File: src/rtl/cbus_arbiter_pkg.sv
// rtl/cbus_arbiter_pkg.sv - shared CBus request/response types for the arbiter slice
package cbus_arbiter_pkg;

  typedef enum logic [1:0] {
    BURST_FIXED = 2'd0,
    BURST_INCR  = 2'd1,
    BURST_WRAP  = 2'd2
  } cbus_burst_t;

  typedef enum logic [2:0] {
    MSIZE1 = 3'd0,
    MSIZE2 = 3'd1,
    MSIZE4 = 3'd2,
    MSIZE8 = 3'd3
  } cbus_size_t;

  typedef struct packed {
    logic        valid;
    logic        is_write;
    cbus_size_t  size;
    logic [31:0] addr;
    logic [7:0]  strobe;
    logic [63:0] data;
    logic [7:0]  len;
    cbus_burst_t burst;
  } cbus_req_t;

  typedef struct packed {
    logic        ready;
    logic        last;
    logic [63:0] data;
  } cbus_resp_t;

  // A single requester still needs a one-bit index.
  function automatic int idx_width(input int n);
    return (n > 1) ? $clog2(n) : 1;
  endfunction

endpackage

File: src/rtl/rr_picker.sv
// rtl/rr_picker.sv - combinational round-robin pick: first valid index at or after prio_ptr
module rr_picker #(
  parameter int NUM_REQ = 2,
  parameter int IDX_W   = 1
) (
  input  logic [NUM_REQ-1:0] valid,
  input  logic [IDX_W-1:0]   prio_ptr,
  output logic               found,
  output logic [IDX_W-1:0]   idx
);

  logic [IDX_W:0]   sum;
  logic [IDX_W-1:0] cand;

  // Walk offsets from farthest to nearest so the nearest valid index wins.
  always_comb begin
    found = 1'b0;
    idx   = '0;
    sum   = '0;
    cand  = '0;
    for (int k = NUM_REQ - 1; k >= 0; k--) begin
      sum = {1'b0, prio_ptr} + (IDX_W + 1)'(k);
      if (sum >= (IDX_W + 1)'(NUM_REQ)) begin
        sum = sum - (IDX_W + 1)'(NUM_REQ);
      end
      cand = sum[IDX_W-1:0];
      if (valid[cand]) begin
        found = 1'b1;
        idx   = cand;
      end
    end
  end

endmodule

File: src/rtl/cbus_arbiter.sv
// rtl/cbus_arbiter.sv - round-robin arbiter sharing one CBus bridge port among NUM_REQ masters
module cbus_arbiter
  import cbus_arbiter_pkg::*;
#(
  parameter int NUM_REQ = 2,
  parameter int IDX_W   = idx_width(NUM_REQ)
) (
  input  logic                     clk,
  input  logic                     reset,
  input  cbus_req_t  [NUM_REQ-1:0] ireqs,
  output cbus_resp_t [NUM_REQ-1:0] iresps,
  output cbus_req_t                oreq,
  input  cbus_resp_t               oresp,
  output logic                     busy,
  output logic [IDX_W-1:0]         grant_idx
);

  typedef enum logic {
    IDLE = 1'b0,
    BUSY = 1'b1
  } state_t;

  state_t             state;
  logic [IDX_W-1:0]   prio_ptr;
  logic [IDX_W-1:0]   pick_idx;
  logic               pick_found;
  logic [NUM_REQ-1:0] req_valid;

  always_comb begin
    req_valid = '0;
    for (int i = 0; i < NUM_REQ; i++) begin
      req_valid[i] = ireqs[i].valid;
    end
  end

  rr_picker #(
    .NUM_REQ (NUM_REQ),
    .IDX_W   (IDX_W)
  ) u_picker (
    .valid    (req_valid),
    .prio_ptr (prio_ptr),
    .found    (pick_found),
    .idx      (pick_idx)
  );

  always_ff @(posedge clk) begin
    if (reset) begin
      state     <= IDLE;
      prio_ptr  <= '0;
      grant_idx <= '0;
      busy      <= 1'b0;
    end else begin
      case (state)
        IDLE: begin
          if (pick_found) begin
            grant_idx <= pick_idx;
            busy      <= 1'b1;
            state     <= BUSY;
          end
        end
        BUSY: begin
          if (oresp.ready && oresp.last) begin
            busy     <= 1'b0;
            state    <= IDLE;
            prio_ptr <= (grant_idx == IDX_W'(NUM_REQ - 1)) ? '0 : grant_idx + IDX_W'(1);
          end
        end
        default: state <= IDLE;
      endcase
    end
  end

  // The IDLE cycle forces valid low so the bridge re-enters its init state between transactions.
  always_comb begin
    oreq   = '0;
    iresps = '0;
    if (state == BUSY) begin
      oreq              = ireqs[grant_idx];
      iresps[grant_idx] = oresp;
    end
  end

  proto_hold : assert property (@(posedge clk) disable iff (reset)
    (state == BUSY) |-> ireqs[grant_idx].valid)
    else $warning("cbus_arbiter: grantee %0d dropped valid before ready&&last", grant_idx);

endmodule

File: config.mk
export PLATFORM = sky130hd
export DESIGN_NAME = cbus_arbiter
export DESIGN_NICKNAME = d
export VERILOG_FILES = /design/src/rtl/cbus_arbiter_pkg.sv /design/src/rtl/rr_picker.sv /design/src/rtl/cbus_arbiter.sv
export SDC_FILE = /design/constraint.sdc
export NUM_CORES = 1
export LEC_CHECK = 0
export BUFFER_PORTS_ARGS = -buffer_cell sky130_fd_sc_hd__buf_2
export CAP_MARGIN = 40
export CORE_AREA = 5 5 212 214
export CTS_BUF_LIST = sky130_fd_sc_hd__clkbuf_16
export DETAILED_ROUTE_END_ITERATION = 12
export DIE_AREA = 0 0 217 219
export HOLD_SLACK_MARGIN = 0.02
export PLACE_DENSITY_LB_ADDON = 0.1
export RECOVER_POWER = 100
export SLEW_MARGIN = 40
export SYNTH_ARGS = -nofsm -noshare
export SYNTH_HDL_FRONTEND = slang
export SYNTH_SLANG_ARGS = --single-unit
File: constraint.sdc
create_clock -name clk -period 1.75 [get_ports clk]
set_clock_uncertainty 0.2 [all_clocks]
set_input_delay 0.35 -clock clk [delete_from_list [all_inputs] [get_ports clk]]
set_output_delay 0.35 -clock clk [all_outputs]
set_load 0.01 [all_outputs]
After elaboration in Yosys (flattened, before gate mapping)
Cells that the tools add are included.
W data, S select, Z words.
- register bits after elaboration: 4
- input bits: 306
- output and inout bits: 253
- logic and storage cells: 46
- add/subtract/negate cells: 4
- $lt $le $gt $ge: 6
- equal/unequal tests: 2
- mux-type cells: 23
- bitwise logic cells: 2
- reduce and logical (&&, ||, !) cells: 5
- operators with widths (kind ; number):
    $mux W119 ; 3
    $and A132 B132 Y132 ; 1
    $mux W132 ; 1
    $demux W66 S1 ; 1
    $mux W66 ; 1
    $mux W1 ; 15
    $lt A1 B2 Y1 const B ; 3
    $reduce_and A2 Y1 ; 3
    $pmux W1 S2 ; 2
    $add A1 B1 Y2 const B ; 1
    $ge A1 B2 Y1 const B ; 1
    $ge A2 B2 Y1 const B ; 1
    $logic_and A1 B1 Y1 ; 2
    $ne A2 B1 Y1 const B ; 1
    $ne A2 B2 Y1 const B ; 1
    $sub A1 B1 Y1 const B ; 2
    $add A1 B1 Y1 const B ; 1
    $ge A1 B1 Y1 const B ; 1
    $not A1 Y1 ; 1

Longest topological paths before layout
- depth after elaboration: 9
- mapped depth: 5
- depth with buffers taken out: 3

Hierarchy
Synthesis repeated with hierarchy kept, for this count alone.
- cells, all modules: 438
- area, all modules: 3274.4 µm²
- by module, submodules not included (module ; times used ; cells an instance ; area an instance (µm²) ; sequential area each (µm²)):
    cbus_arbiter ; 1 ; 435 ; 3256.9 ; 80.1
    rr_picker ; 1 ; 3 ; 17.5 ; 0.0

Worst setup path after synthesis
Ideal clock, no wire load.
- kind: flip-flop to output port
- start: reg grant_idx
- end: out oreq[100] (netlist bit)
- data arrival time: 1116 ps
- data required time: 1200 ps
- slack: 84 ps
- cell stages (with the launch flop): 6
- buffers on the path: 3
- path through: dfxtp_1 > buf_4 > buf_4 > buf_6 > mux2i_1 > nor2_1
- RTL lines (item ; line ; RTL):
    start, declared ; cbus_arbiter.sv:15 ; output logic [IDX_W-1:0] grant_idx
    start signal, assigned ; cbus_arbiter.sv:56 ; grant_idx <= pick_idx;
    end, declared ; cbus_arbiter.sv:12 ; output cbus_req_t oreq,

==> summary.txt <==
Power
  – Pwr dens: 332.0 nW/um^2
  – Cell Int Power: 1375 uW
  – Psw: 1000 uW
  – Clock Power Share: 16.2%
  – VDD IR-drop max: 213.9 uV
  – Leakage power: 0.004124 uW
  – Reg power frac: 4.5%
  – Switching part of the total: 42.11%
  – Comb pwr share: 79.3%

Placement
  – Routability cong.: 0.7769
  – Post-DP Area: 6484 um^2
  – Port Buffers: 558
  – Detailed Place HPWL: 21.24 mm

Timing
  – Tcrit/Tclk final: 114.8%
  – Setup violators final: 251
  – Max Slew Vio Count: 0
  – Post-route minimum period: 2009 ps
  – Max Clk Rate: 0.4977 GHz
  – Worst slew pin tran: 338.7 ps
  – Rel. slew slack: 77.42%
  – TNS Setup: -42050 ps
  – Fin. Hold Viols: 0
  – Unrepaired setup endpoints after global routing: yes
  – Final worst slack: -259.3 ps

Clock tree
  – # H-tree levels: 1
  – Worst skew pair latency: 230 ps
  – Num CTS Buffers: 3
  – Sink Count: 4
  – Clk buf depth: 2
  – Root Driver: clkbuf_16
  – CTS tree: built
  – Clock Pin Slew Worst Setup and Hold Paths: 40 ps

Synth
  – Sequential share of the synthesized area: 2.730%
  – Largest family of logic cells by synthesized area: simple AND/OR/NAND/NOR gates
  – Synth Register Bits: 4
  – Share of flip-flops with an asynchronous set or reset: 0%
  – Xor-xnor portion of the synthesized cell area: 0%
  – Synth cell types: 21
  – Largest area contributor in the netlist: mux2i_1
  – EDFF count, synth: 0
  – YS warnings: 0
  – Ys flop type: dfxtp_1
  – Post-synth top cells: 122 x nor2_1, 119 x mux2i_1, 66 x and2_1, 66 x and3_1, 16 x buf_2
  – Post-Syn Instances: 437
  – Post-synthesis adder-cell area fraction: 0%
  – Synth top area cells: mux2i_1 41%, nor2_1 16%, and2_1 14%
  – Syn avg cell area: 6.711 um^2
  – Syn nets: 743
  – Synth Area in Compound Gates: 1.323%
  – Most common cell in the netlist: nor2_1
  – Mux cell area share after synthesis: 40.61%
  – Synthesized cell area: 2933 um^2
  – Simple-gate share of the synthesized area: 44.50%
  – Top-area cell type share of the netlist area: 40.61%

Route
  – DR iter-0 viols: 109
  – Final WL: 24.81 mm
  – Pre-antenna DRT Iters: 6
  – DR WL/cell: 16.10 um
  – Vias/cell: 3.415
  – Residual DRC count: 0
  – Routed via count: 5263
  – Antenna viol nets, final: 0

Setup path
  – Max incr delay on CP: 410 ps
  – CP max-delay cell: dfxtp_4
  – Arrival time at the worst endpoint: 1460 ps
  – Sum of buffers and inverters on the critical path: 4
  – Crit path top cell by count: buf_12
  – R2R depth: 5
  – Worst Path Required: 1200 ps
  – Startpoint types: flip-flop
  – Critical path capture point type: output port
  – Worst path depth: 6
  – Largest delay share family, worst path: buffers and inverters
  – Crit Path Max Fanout: 18
  – Crit Path Category: reg2out
  – CP cell instances: buf_12, nor2_4, buf_12, clkbuf_16, and2_1, buf_2

Outcome
  – Status: finished, violations left
  – Failing checks: negative setup slack

Floorplan
  – Die area: 47520 um^2
  – Core Area: 42700 um^2
  – Die width: 217 um
  – IO Count: 559
  – Starting Density: 6.869%
  – Row count: 76
  – Die height: 219 um

Global routing
  – Initial antenna violation count: 3
  – Overall global routing resource usage: 9.144%
  – First-pass GRT wire length: 33.82 mm
  – Largest net degree at the start of global routing: 56
  – Vias in the first global route: 5438
  – Remaining Overflow, GRT: 0

Cells and area
  – Fin nets: 1300
  – Layout filler cell count: 5015
  – Design area: 7156 um^2
  – Share of layout cells above drive strength 1: 64.55%
  – Synth-to-layout area growth: 144.0%

Min path
  – Hold Path Depth: 2
  – Hold crit path type: in2reg

Run
  – Max_cap viols: 0
-- sequential cells by signal, summed over array words and instances, names as in the netlist --
name / cells
busy: 1
grant_idx: 1
prio_ptr: 1
state: 1
-- through the flow --
step	hold WS, ps	total power, uW	setup slack, ps	instances	util [%]
3_3_place_gp	259.4	1834	-202.4	1526	15.19
4_1_cts	127.0	2290	-262.7	1535	15.89
3_5_place_dp	248.8	1808	-202.4	1526	15.19
5_1_grt	138.3	2579	-321.8	1540	16.75
6_report	131.2	2375	-259.3	1541	16.76
2_1_floorplan	219.1	891.9	83.82	437	-
-- cell families after synthesis --
kind of cell           Yosys count
flip-flops                       4
buffers and inverters           50
AO/OA/AOI/OAI                    6
AND/OR/NAND/NOR                258
multiplexers                   119
-- metal layers --
metal / routed length, um / vias to the layer above / GRT usage (%)
li1: - / 2594 / -
met1: 8602 / 2333 / 9.440
met2: 13880 / 324 / 19.05
met3: 2187 / 8 / 2.483
met4: 102 / 4 / 0.4424
met5: 34 / - / 0
-- final cells by class --
cell class / count / area, um^2 / share of cell area (%)
clock inverters: 1 / 3.754 / 0.05246
well taps: 546 / 683.2 / 9.547
multi-input cells: 383 / 2648 / 37.00
repair buffers: 600 / 3646 / 50.95
flip-flops and latches: 4 / 85.08 / 1.189
clock buffers: 3 / 75.07 / 1.049
diodes: 2 / 5.005 / 0.06994
inverters: 2 / 10.01 / 0.1399
-- layout by cell type, fill, tap and decap left out, types with 2 or more instances in the layout --
master       n
mux2i_2      6
and2_4      27
dfxtp_1      2
buf_2      530
diode_2      2
buf_6       32
a21oi_1      2
inv_1        2
nor2_1     122
and3_1      65
buf_8        3
buf_16       4
clkbuf_16    6
and2_1      39
buf_12      14
clkbuf_1     2
buf_4       11
mux2i_1    112
-- power by group through the flow --
stage               sequential, uW  combinational, uW  clock, uW
finish                         107               1880        384
global route                   109               2060        411
CTS                            108               1780        402
detailed placement             108               1700          0
global placement               107               1730          0
floorplan                      106                786          0
-- path summary, 6_finish.rpt --
| kind | from | end | slack [ps] |
|---|---|---|---|
| worst max-delay path | grant_idx$_SDFFE_PP0P_ | iresps[65] | -260 |
| worst min-delay path | reset | prio_ptr$_SDFFE_PP0P_ | 130 |
| worst max register to register | grant_idx$_SDFFE_PP0P_ | grant_idx$_SDFFE_PP0P_ | 160 |
| worst min register to register | prio_ptr$_SDFFE_PP0P_ | prio_ptr$_SDFFE_PP0P_ | 260 |
-- what timing repair did --
action,4_1_cts,5_1_grt
gates resized for setup,26,65
hold buffers,0,0
setup endpoints to repair,252,252
cloned,3,3
pin swaps,8,28
buffers inserted,2,1
(Power assumes the default switching activity.)
